<file path="config.mk">
export PLATFORM = sky130hd
export DESIGN_NAME = cpu_fetch_queue
export DESIGN_NICKNAME = d
export VERILOG_FILES = /design/src/rtl/cpu_fetch_queue.sv
export SDC_FILE = /design/constraint.sdc
export NUM_CORES = 1
export LEC_CHECK = 0
export CAP_MARGIN = 25
export CORE_MARGIN = 5
export CORE_UTILIZATION = 38
export DETAILED_ROUTE_END_ITERATION = 16
export HOLD_SLACK_MARGIN = 0.08
export SYNTH_ARGS = -nofsm -noshare
export SYNTH_HDL_FRONTEND = slang
export SYNTH_SLANG_ARGS = --single-unit
</file>
<file path="constraint.sdc">
create_clock -name i_clk -period 7 [get_ports i_clk]
set_clock_uncertainty 0.05 [all_clocks]
set_input_delay 0.7 -clock i_clk [delete_from_list [all_inputs] [get_ports i_clk]]
set_output_delay 0.7 -clock i_clk [all_outputs]
set_load 0.01 [all_outputs]
</file>
<file path="src/rtl/cpu_fetch_queue.sv">
// Instruction fetch and pre-decode: fills a byte prefetch queue from 32-bit program RAM words
// and presents one complete 65C02 instruction (opcode plus 0-2 operands) per valid/ready handshake.
module cpu_fetch_queue #(
    parameter int QDEPTH = 8
) (
    input  logic        i_clk,
    input  logic        i_rst,
    output logic        o_mem_rd,
    output logic [13:0] o_mem_addr,
    input  logic [31:0] i_mem_data,
    input  logic        i_redirect,
    input  logic [15:0] i_redirect_pc,
    output logic        o_valid,
    input  logic        i_ready,
    output logic [7:0]  o_opcode,
    output logic [15:0] o_operand,
    output logic [1:0]  o_length,
    output logic [15:0] o_pc,
    output logic [15:0] o_next_pc
);
    localparam int QW = 8 * QDEPTH;
    localparam int CW = $clog2(QDEPTH + 1);

    typedef enum logic {IDLE, RUN} state_t;

    state_t        state_reg, state_next;
    logic [QW-1:0] q_reg, q_next;
    logic [CW-1:0] count_reg, count_next;
    logic [15:0]   fetch_pc_reg, fetch_pc_next;
    logic [15:0]   head_pc_reg, head_pc_next;
    logic          inflight_reg, stale_reg;

    logic [1:0]    head_len;
    logic [15:0]   head_next_pc;
    logic          xfer, capture;
    logic [1:0]    lane_start;
    logic [CW-1:0] pop_len, app_len, base;
    logic [QW-1:0] q_shift, app_mask, app_data;

    function automatic logic [1:0] insn_length(input logic [7:0] op);
        logic [1:0] len;
        case (op[3:0])
            4'h3, 4'h8, 4'hA, 4'hB: len = 2'd1;
            4'hC, 4'hD, 4'hE, 4'hF: len = 2'd3;
            4'h9:                   len = op[4] ? 2'd3 : 2'd2;
            default:                len = 2'd2;
        endcase
        if (op == 8'h00 || op == 8'h40 || op == 8'h60) len = 2'd1;
        if (op == 8'h20) len = 2'd3;
        return len;
    endfunction

    // Byte 0 of the queue vector is always the instruction head.
    assign head_len     = insn_length(q_reg[7:0]);
    assign head_next_pc = head_pc_reg + 16'(head_len);

    assign o_valid = (state_reg == RUN) && (count_reg != '0) &&
                     (count_reg >= CW'(head_len)) && !i_redirect;

    // A stale read may still be returning; a new one can be issued alongside it.
    assign o_mem_rd   = (state_reg == RUN) && !(inflight_reg && !stale_reg) &&
                        (count_reg <= CW'(QDEPTH - 4));
    assign o_mem_addr = fetch_pc_reg[15:2];

    assign xfer       = o_valid && i_ready;
    assign capture    = inflight_reg && !stale_reg && !i_redirect;
    assign lane_start = fetch_pc_reg[1:0];
    assign pop_len    = xfer ? CW'(head_len) : '0;
    assign app_len    = capture ? CW'(3'd4 - {1'b0, lane_start}) : '0;
    assign base       = count_reg - pop_len;

    assign q_shift  = q_reg >> {pop_len, 3'b000};
    assign app_mask = QW'(32'hFFFF_FFFF >> {lane_start, 3'b000}) << {base, 3'b000};
    assign app_data = QW'(i_mem_data >> {lane_start, 3'b000}) << {base, 3'b000};

    assign o_opcode  = o_valid ? q_reg[7:0] : 8'h00;
    assign o_operand = o_valid ? {(head_len == 2'd3) ? q_reg[23:16] : 8'h00,
                                  (head_len != 2'd1) ? q_reg[15:8]  : 8'h00} : 16'h0000;
    assign o_length  = o_valid ? head_len : 2'd0;
    assign o_pc      = o_valid ? head_pc_reg : 16'h0000;
    assign o_next_pc = o_valid ? head_next_pc : 16'h0000;

    always_comb begin
        state_next    = state_reg;
        q_next        = q_reg;
        count_next    = count_reg;
        fetch_pc_next = fetch_pc_reg;
        head_pc_next  = head_pc_reg;
        if (i_redirect) begin
            state_next    = RUN;
            count_next    = '0;
            fetch_pc_next = i_redirect_pc;
            head_pc_next  = i_redirect_pc;
        end else if (state_reg == RUN) begin
            // Pop and append can coincide; the append lands just past the surviving bytes.
            q_next     = capture ? ((q_shift & ~app_mask) | app_data) : q_shift;
            count_next = count_reg - pop_len + app_len;
            if (capture) fetch_pc_next = {fetch_pc_reg[15:2] + 14'd1, 2'b00};
            if (xfer)    head_pc_next  = head_next_pc;
        end
    end

    always_ff @(posedge i_clk or posedge i_rst) begin
        if (i_rst) begin
            state_reg    <= IDLE;
            q_reg        <= '0;
            count_reg    <= '0;
            fetch_pc_reg <= 16'h0000;
            head_pc_reg  <= 16'h0000;
            inflight_reg <= 1'b0;
            stale_reg    <= 1'b0;
        end else begin
            state_reg    <= state_next;
            q_reg        <= q_next;
            count_reg    <= count_next;
            fetch_pc_reg <= fetch_pc_next;
            head_pc_reg  <= head_pc_next;
            // Every read returns exactly one edge after issue.
            inflight_reg <= o_mem_rd;
            stale_reg    <= o_mem_rd && i_redirect;
        end
    end
endmodule

</file>
# Yosys cells after proc, flatten, opt, wreduce, memory -nomap -nowiden

Index checks and enable logic that the tools add are counted.

Memory bits (read-only): 0
Memories kept: 0
Register bits: 103
RAM bits: 0
Bits in latches: 0
Word-level logic and storage cells: 83
Input bits: 52

Add/sub/neg operators: 5
Div/mod/pow operators: 0
Equal/unequal tests: 14
$lt $le $gt $ge: 2
$mul: 0
Shifts and indexed selects: 5
Mux-type cells: 22
Bitwise operators: 4
Reductions and logical operators: 24

Operators by type and width:

| kind                                                                   | count |
|---|---|
| 16-bit two-way mux                                                     | 9 |
| 64-bit by 7-bit left shift with 64-bit output                          | 2 |
| 64-bit bitwise AND                                                     | 1 |
| 64-bit two-way mux                                                     | 1 |
| 64-bit inverter                                                        | 1 |
| 64-bit OR                                                              | 1 |
| 32-bit by 5-bit right shift with 64-bit output                         | 1 |
| 32-bit by 5-bit right shift with 64-bit output (first input constant)  | 1 |
| 64-bit by 5-bit right shift with 64-bit output                         | 1 |
| 4-bit equality test (second input constant)                            | 8 |
| 8-bit two-way mux                                                      | 3 |
| 16-bit by 2-bit adder with 16-bit output                               | 1 |
| 8-bit by 7-bit equality test with 1-bit output (second input constant) | 2 |
| 14-bit by 1-bit adder with 14-bit output (second input constant)       | 1 |
| 4-bit two-way mux                                                      | 3 |
| 1-bit logical AND                                                      | 9 |
| 8-bit by 6-bit equality test with 1-bit output (second input constant) | 1 |
| 8-bit logical NOT                                                      | 1 |
| 2-bit two-way mux                                                      | 4 |
| 4-bit OR reduction                                                     | 2 |
| 2-bit case mux with 3 select lines                                     | 1 |
| 2-bit AND reduction                                                    | 3 |
| 2-bit nonzero test                                                     | 3 |
| 4-bit adder                                                            | 1 |
| 12 further kinds                                                       | 15 |

# Depth between registers and ports, before layout

Gate-level depths: netlist (run 1).

Depth after elaboration: 16
Gate-level depth with buffers: 27
Gate-level depth less buffers: 20

# Worst setup path before layout (run 1)

OpenSTA, ideal clock, no wires.

Kind: flip-flop to flip-flop
From: reg q_reg[2]
To: reg count_reg[3]
Setup time: 132 ps
Data arrival time: 5304 ps
Slack: 1514 ps
Cell stages (with the launch flop): 26
Period minus slack after synthesis: 5486 ps
Cell sequence: dfrtp_1 -> buf_6 -> or4_4 -> a21oi_4 -> nor2_2 -> inv_1 -> buf_2 -> buf_2 -> ha_1 -> nor2b_1 -> o21a_1 -> nor3_4 -> inv_2 -> buf_4 -> buf_2 -> fa_1 -> xor2_2 -> inv_1 -> clkbuf_1 -> clkbuf_1 -> ha_1 -> a21oi_1 -> xnor2_1 -> nand2_1 -> xor2_1 -> nor2_1

Longest elaborated chain between the ends: 14
Elaborated cells between the ends (all ways): 29

RTL lines:

| what                                                                          | RTL line | source |
|---|---|---|
| from (decl)                                                                   | 27       | `logic [QW-1:0] q_reg, q_next;` |
| from (signal assigned)                                                        | 114      | `q_reg <= q_next;` |
| 4-bit equality test (tied with other cells)                                   | 42       | `case (op[3:0])` |
| 4-bit OR reduction / 1-bit logical OR (equally long branches)                 | 42, 48   |  |
| 2-bit case mux with 3 select lines / 1-bit logical OR (equally long branches) | 42, 48   |  |
| 2-bit two-way mux                                                             | 48       | `if (op == 8'h00 \|\| op == 8'h40 \|\| op == 8'h60) len = 2'd1;` |
| 2-bit two-way mux *                                                           | 49       | `if (op == 8'h20) len = 2'd3;` |
| 4-bit by 2-bit greater-or-equal comparator with 1-bit output                  | 58       | `(count_reg >= CW'(head_len)) && !i_redirect;` |
| 1-bit logical AND                                                             | 57       | `assign o_valid = (state_reg == RUN) && (count_reg != '0) &&` |
| 1-bit logical AND                                                             | 58       |  |
| 1-bit logical AND                                                             | 65       | `assign xfer = o_valid && i_ready;` |
| 2-bit two-way mux *                                                           | 68       | `assign pop_len = xfer ? CW'(head_len) : '0;` |
| 4-bit by 2-bit subtractor with 4-bit output *                                 | 97       | `count_next = count_reg - pop_len + app_len;` |
| 4-bit adder *                                                                 | 97       |  |
| 4-bit two-way mux *                                                           | 94       | `end else if (state_reg == RUN) begin` |
| 4-bit two-way mux *                                                           | 89       | `if (i_redirect) begin` |
| to (signal assigned)                                                          | 115      | `count_reg <= count_next;` |
| to (decl)                                                                     | 28       | `logic [CW-1:0] count_reg, count_next;` |

Mark *: on every way between the ends. The rest lies on a longest branch, timed or not. The select of a mux whose other input is x is not followed.
A chain may end at the register's enable or synchronous reset.

# Worst setup path after layout (run 1)

From: reg q_reg[2]
To: reg q_reg[50]

Longest elaborated chain between the ends: 16
Elaborated cells between the ends (all ways): 33

RTL lines:

| what                                                                          | RTL line | source |
|---|---|---|
| 4-bit equality test (tied with other cells)                                   | 42       |  |
| 4-bit OR reduction / 1-bit logical OR (equally long branches)                 | 42, 48   |  |
| 2-bit case mux with 3 select lines / 1-bit logical OR (equally long branches) | 42, 48   |  |
| 2-bit two-way mux                                                             | 48       |  |
| 2-bit two-way mux                                                             | 49       |  |
| 4-bit by 2-bit greater-or-equal comparator with 1-bit output                  | 58       |  |
| 1-bit logical AND                                                             | 57       |  |
| 1-bit logical AND                                                             | 58       |  |
| 1-bit logical AND                                                             | 65       |  |
| 2-bit two-way mux                                                             | 68       |  |
| 4-bit by 2-bit subtractor with 4-bit output                                   | 70       | `assign base = count_reg - pop_len;` |
| 64-bit by 7-bit left shift with 64-bit output                                 | 73       | `assign app_mask = QW'(32'hFFFF_FFFF >> {lane_start, 3'b000}) << {base, 3'b000};` |
| 64-bit inverter                                                               | 96       | `q_next = capture ? ((q_shift & ~app_mask) \| app_data) : q_shift;` |
| 64-bit bitwise AND                                                            | 96       |  |
| 64-bit OR                                                                     | 96       |  |
| 64-bit two-way mux *                                                          | 96       |  |

Mark *: on every way between the ends. The rest lies on a longest branch, timed or not.

==> metrics.txt, run 1 <==
Reg2Reg Depth 17; wire per inst 21.91 µm; Slew headroom 0.2831; asr flop ratio synth 1.000; number of flops mapped to enable cells by yosys 0; max reg flops 64; Cell Area, Synth 8618 µm²; Synthesis Warnings 0; FP Rows 55; Netlist cell types 68; Synth Instances 1010; sequential power share 0.276; share of layout cells above drive strength 1 0.09621; grt total ovfl 0; Req. time, crit path 7.22 ns; gr usage total 0.2282; Critical Path End Type register; RR Endpoint q_reg[50]; pwr/cell area 369.4 nW/µm²; DR vias/cell 6.023; DRT Pass-1 Iters 8; clock-pin slew on the worst setup and hold paths 0.08 ns; Syn Nets 1077; Final Net Count 1143; Die Area 25790 µm²; largest cells by area after synthesis dfrtp_1 (30%), mux2i_1 (7.3%), mux2_2 (6.5%); P_sw 1.809 mW; worst skew pair latency 0.36 ns; synthesized flop and latch total 103; register area share after synthesis 0.2991; Max FO, Critical Path 37; fmax 173.2 MHz; Die X 160.6 µm; post-synth top area share 0.2991; Routed WL 29.93 mm; post-cts sizing count 0; Final Hold Fails 0; gpl congestion 0.8916; clock tree buffer depth 2; final setup fails 0; pre-CTS WS 1.371 ns; Slew @ Worst Pin 1.067 ns; post-synth top area cell dfrtp_1; crit path to q_reg[50]; Num CTS Buffers 9; Root Buffer clkbuf_16; synth-to-layout area growth 18.63%; final worst-path cycle share 0.8246; Crit Path Class register to register; Die Y 160.6 µm; min setup slack post-route 1.228 ns; Leakage 4.352 nW; post-route DRC violation count 0; VDD IR max 0.1691 mV; # diodes 0; # IOs 126; via count 8227; RSZ-0062 raised after global routing false; dpl hpwl 22.62 mm; H-Tree Depth 3; IO Port Bufs 125; CTS Hold Bufs 0; FF-to-FF Start q_reg[2]; largest net degree at the start of global routing 62; core area 22500 µm²; total of max-cap violations 0; Final Power 3.777 mW; internal power 1.968 mW; DRT iter0 DRCs 784; postcts setup bufs 0; Switching Fraction 0.4789; Top FF cell, synth dfrtp_1; Final min period 5.772 ns; HP Class register to register; clock sinks 103; vias in the first global route 8224; fillers 2240; CTS tree built; most frequent cells after synthesis nor2_1 (104), dfrtp_1 (103), nand2_1 (87); crit start category register; DRT antenna net count 0; global-route wire length before repair 47.18 mm; initial antenna violation count 0; Setup TNS 0 ns; crit path launch q_reg[2]; Reg2Reg Setup Slack 1.23 ns; outcome finished, final reports clean; Critical Path AT 5.99 ns; Initial Utilization 0.3830; Syn Area/Cell 8.533 µm²; Comb pwr share 0.590; clock power share 0.134; Slew Limit Fails 0; most frequent cell after synthesis nor2_1
worst min path at each step:
| stage | from | end | slack (ns) | depth (start not counted) |
|---|---|---|---|---|
| after global routing | q_reg[30] | q_reg[30] | 0.51 | 2 |
| after CTS | q_reg[30] | q_reg[30] | 0.47 | 2 |
| final | q_reg[30] | q_reg[30] | 0.47 | 2 |
| after floorplan | q_reg[26] | q_reg[26] | 0.43 | 2 |
| after detailed placement | q_reg[30] | q_reg[30] | 0.45 | 2 |
| after global placement | q_reg[28] | q_reg[28] | 0.46 | 2 |
power groups by stage:
stage	Clock [mW]	Combinational, mW	Sequential [mW]
2_1_floorplan	0	1.59	0.938
3_3_place_gp	0	2.20	1.04
3_5_place_dp	0	2.22	1.04
4_1_cts	0.518	2.23	1.03
5_1_grt	0.538	2.44	1.07
6_report	0.507	2.23	1.04
metrics by stage:
| step | hold slack, ns | utilization | instances | area, µm² |
|---|---|---|---|---|
| 6_report | 0.4685 | 0.4543 | 1366 | 10220 |
| 5_1_grt | 0.5078 | 0.4543 | 1366 | 10220 |
| 4_1_cts | 0.4685 | 0.4543 | 1366 | 10220 |
| 3_5_place_dp | 0.4519 | 0.4417 | 1350 | 9940 |
| 3_3_place_gp | 0.4580 | 0.4417 | 1350 | 9940 |
| 2_1_floorplan | 0.4270 | - | 1010 | 8618 |
layout by cell type, fill, tap and decap left out, drive strengths merged, types with 15 or more instances in the layout:
master / n
dfrtp: 103
and3: 29
nand4: 15
o211ai: 19
mux2i: 63
xnor2: 23
nand2: 87
nand3: 24
nor3: 19
o2bb2ai: 17
buf: 17
a22oi: 23
clkdlybuf4s50: 125
nor2: 105
inv: 33
nor2b: 15
a21oi: 48
o21ai: 41
a211oi: 23
mux2: 52
and2: 24
a22o: 17
final cells by class:
class	instances	area, µm²	area share
multi-input combinational	787	5495	0.5375
clock buffer	11	242.7	0.02374
inverter	33	131.4	0.01285
tap	285	356.6	0.03488
sequential	103	2577	0.2521
clock inverter	5	41.29	0.004039
timing repair buffer	142	1379	0.1349
worst max-delay path, cell delays in order, from the launching register on:
cell	delay (ns)
dfrtp_1	0.46
o21ai_0	0.25
o21ai_1	0.31
nor2_2	0.76
inv_1	0.15
ha_1	0.32
nor2b_1	0.05
o21a_1	0.20
nor3_4	0.21
inv_2	0.28
fa_1	0.59
buf_4	0.35
inv_1	0.35
nor2_1	0.34
nand3_1	0.12
nor2_1	0.55
a22oi_1	0.20
o211ai_1	0.13
routing by layer:
layer / part of all wire / track usage
met1: 0.41 / 0.2782
met2: 0.47 / 0.3784
met3: 0.058 / 0.03977
met4: 0.061 / 0.1345
met5: 0 / 0
cell families after synthesis:
family,after synthesis,share of synthesized area
xor+xnor,36,0.03746
buf+inv,120,0.06330
flops,103,0.2991
compound gates,267,0.2284
simple gates,351,0.1976
mux,118,0.1498
fa+ha+maj,15,0.02439
Note: power is estimated with default switching activity, not from simulation.
==> run 2: changes to the inputs <==
==> constraint.sdc (replaced) <==
create_clock -name i_clk -period 5.3 [get_ports i_clk]
set_clock_uncertainty 0.05 [all_clocks]
set_input_delay 0.53 -clock i_clk [delete_from_list [all_inputs] [get_ports i_clk]]
set_output_delay 0.53 -clock i_clk [all_outputs]
set_load 0.01 [all_outputs]
==> metrics.txt, run 2 (synthesis results as in run 1) <==
clock-pin slew on the worst setup and hold paths 0.07 ns (about the same); final worst-path cycle share 0.9442; Slew @ Worst Pin 1.101 ns (+0.03387 ns); FF-to-FF Start q_reg[2]; core area 22500 µm² (unchanged); Reg2Reg Setup Slack 0.36 ns (-0.87 ns); placed cell count 1358 (+0.59%); wire per inst 21.77 µm (-0.65%); VDD IR max 0.1881 mV (+11%); grt total ovfl 0 (unchanged); CTS tree built; Initial Utilization 0.3830 (unchanged); RR Endpoint q_reg[47]; crit start category register; DRT antenna net count 0 (unchanged); Slew headroom 0.2625 (-0.02054); global-route wire length before repair 47.04 mm (-0.28%); pre-CTS WS 0.1750 ns (-1.196 ns); Final Hold Fails 0 (unchanged); Final Net Count 1155 (+1.0%); Reg2Reg Depth 17 (unchanged); RSZ-0062 raised after global routing false; total of max-cap violations 0 (unchanged); Slew Limit Fails 0 (unchanged); Die Y 160.6 µm (unchanged); DRT iter0 DRCs 729 (-7.0%); DR vias/cell 6.009 (-0.23%); multi-input logic area 5525 µm² (+0.55%); Critical Path AT 4.42 ns (-1.57 ns); pwr/cell area 491.2 nW/µm² (+33%); dpl hpwl 22.77 mm (+0.63%); Max FO, Critical Path 25 (-32%); clock sinks 103 (unchanged); Req. time, crit path 4.72 ns (-2.50 ns); fmax 199.8 MHz; initial antenna violation count 0 (unchanged); H-Tree Depth 3 (unchanged); Routed WL 30.00 mm (+0.22%); Leakage 4.415 nW (+1.4%); # IOs 126 (unchanged); worst skew pair latency 0.36 ns (about the same); fillers 2198 (-1.9%); FF+latch area 2577 µm² (unchanged); via count 8280 (+0.64%); # diodes 0 (unchanged); IO Port Bufs 125 (unchanged); outcome finished, final reports clean; Crit Path Class register to output port; max reg flops 64 (unchanged); vias in the first global route 8021 (-2.5%); Setup TNS 0 ns (unchanged); gr usage total 0.2276 (-0.0005895); largest net degree at the start of global routing 68 (+9.7%); share of layout cells above drive strength 1 0.1107 (+0.01450); Layout Utilization 0.4606 (+0.006227); Critical Path End Type output port; HP Class register to register; synth-to-layout area growth 20.25%; Final min period 5.004 ns; min setup slack post-route 0.2957 ns (-0.9319 ns); crit path launch q_reg[2]; gpl congestion 0.9169 (+2.8%); clock tree buffer depth 2 (unchanged); CTS Hold Bufs 0 (unchanged); Root Buffer clkbuf_16; post-route DRC violation count 0 (unchanged); FP Rows 55 (unchanged); hold_sp q_reg[29]; commonest non-fill, non-tap cell in the layout clkdlybuf4s50_1; crit path to o_next_pc[10]; Non-Filler Instances 1378 (+0.88%); Num CTS Buffers 9 (unchanged); Die Area 25790 µm² (unchanged); final setup fails 0 (unchanged); DRT Pass-1 Iters 6 (-2); commonest non-fill, non-tap cells in the layout clkdlybuf4s50_1 (125), nor2_1 (103), dfrtp_1 (103); Die X 160.6 µm (unchanged)
run 2: timing repair:
| action | 4_1_cts | 5_1_grt |
|---|---|---|
| gates cloned | 0 | 0 |
| resized for setup | 1 | 6 |
| setup endpoints to repair | 2 | 36 |
| buffers inserted | 1 | 2 |
| pin swaps | 1 | 1 |
| hold endpoints to repair | 0 | 0 |
run 2: cell type report:
type	count	area share
Inverter	33	0.01268
Multi-Input combinational cell	787	0.5331
Clock inverter	4	0.003260
Tap cell	285	0.03441
Clock buffer	12	0.02378
Timing Repair Buffer	154	0.1440
Sequential cell	103	0.2487
run 2: layer usage:
metal | up-vias | routed length, µm | track usage
met5 | - | 0 | 0
met4 | 0 | 1505 | 0.1115
met1 | 4032 | 12390 | 0.2833
met3 | 63 | 1581 | 0.03490
met2 | 314 | 14520 | 0.3853
li1 | 3871 | - | -
run 2: metrics by stage:
| step | instance area, µm² | hold WS (ns) | power (mW) |
|---|---|---|---|
| detailed placement | 10000 | 0.4540 | 4.349 |
| floorplan | 8626 | 0.4270 | 3.343 |
| finish | 10360 | 0.4787 | 5.091 |
| global placement | 10000 | 0.4612 | 4.317 |
| global route | 10360 | 0.4967 | 5.433 |
| CTS | 10300 | 0.4762 | 5.031 |
run 2: how the worst min path moves through the flow:
| stage | to | slack (ns) | cells past startpoint |
|---|---|---|---|
| floorplan | q_reg[26] | 0.43 | 2 |
| global placement | q_reg[30] | 0.46 | 2 |
| detailed placement | q_reg[31] | 0.45 | 2 |
| CTS | q_reg[31] | 0.48 | 2 |
| global route | q_reg[31] | 0.50 | 2 |
| finish | q_reg[29] | 0.48 | 2 |
run 2: critical path: stages (launching register included):
cell,delay [ns]
dfrtp_1,0.47
or4_4,0.59
a21oi_4,0.21
nor2_4,0.07
inv_2,0.08
buf_6,0.21
ha_1,0.21
inv_1,0.06
fa_1,0.43
and3b_1,0.29
and3_1,0.26
and3_1,0.26
and3_1,0.22
xnor2_1,0.07
nor2_1,0.08
clkdlybuf4s50_1,0.54
run 2: report_power, final:
part	switching, mW	internal [mW]	total, mW	leakage [nW]
combinational	1.75	1.29	3.04	2.99
clock	0.327	0.338	0.665	0.134
sequential	0.332	1.05	1.38	1.29
total	2.41	2.68	5.09	4.42
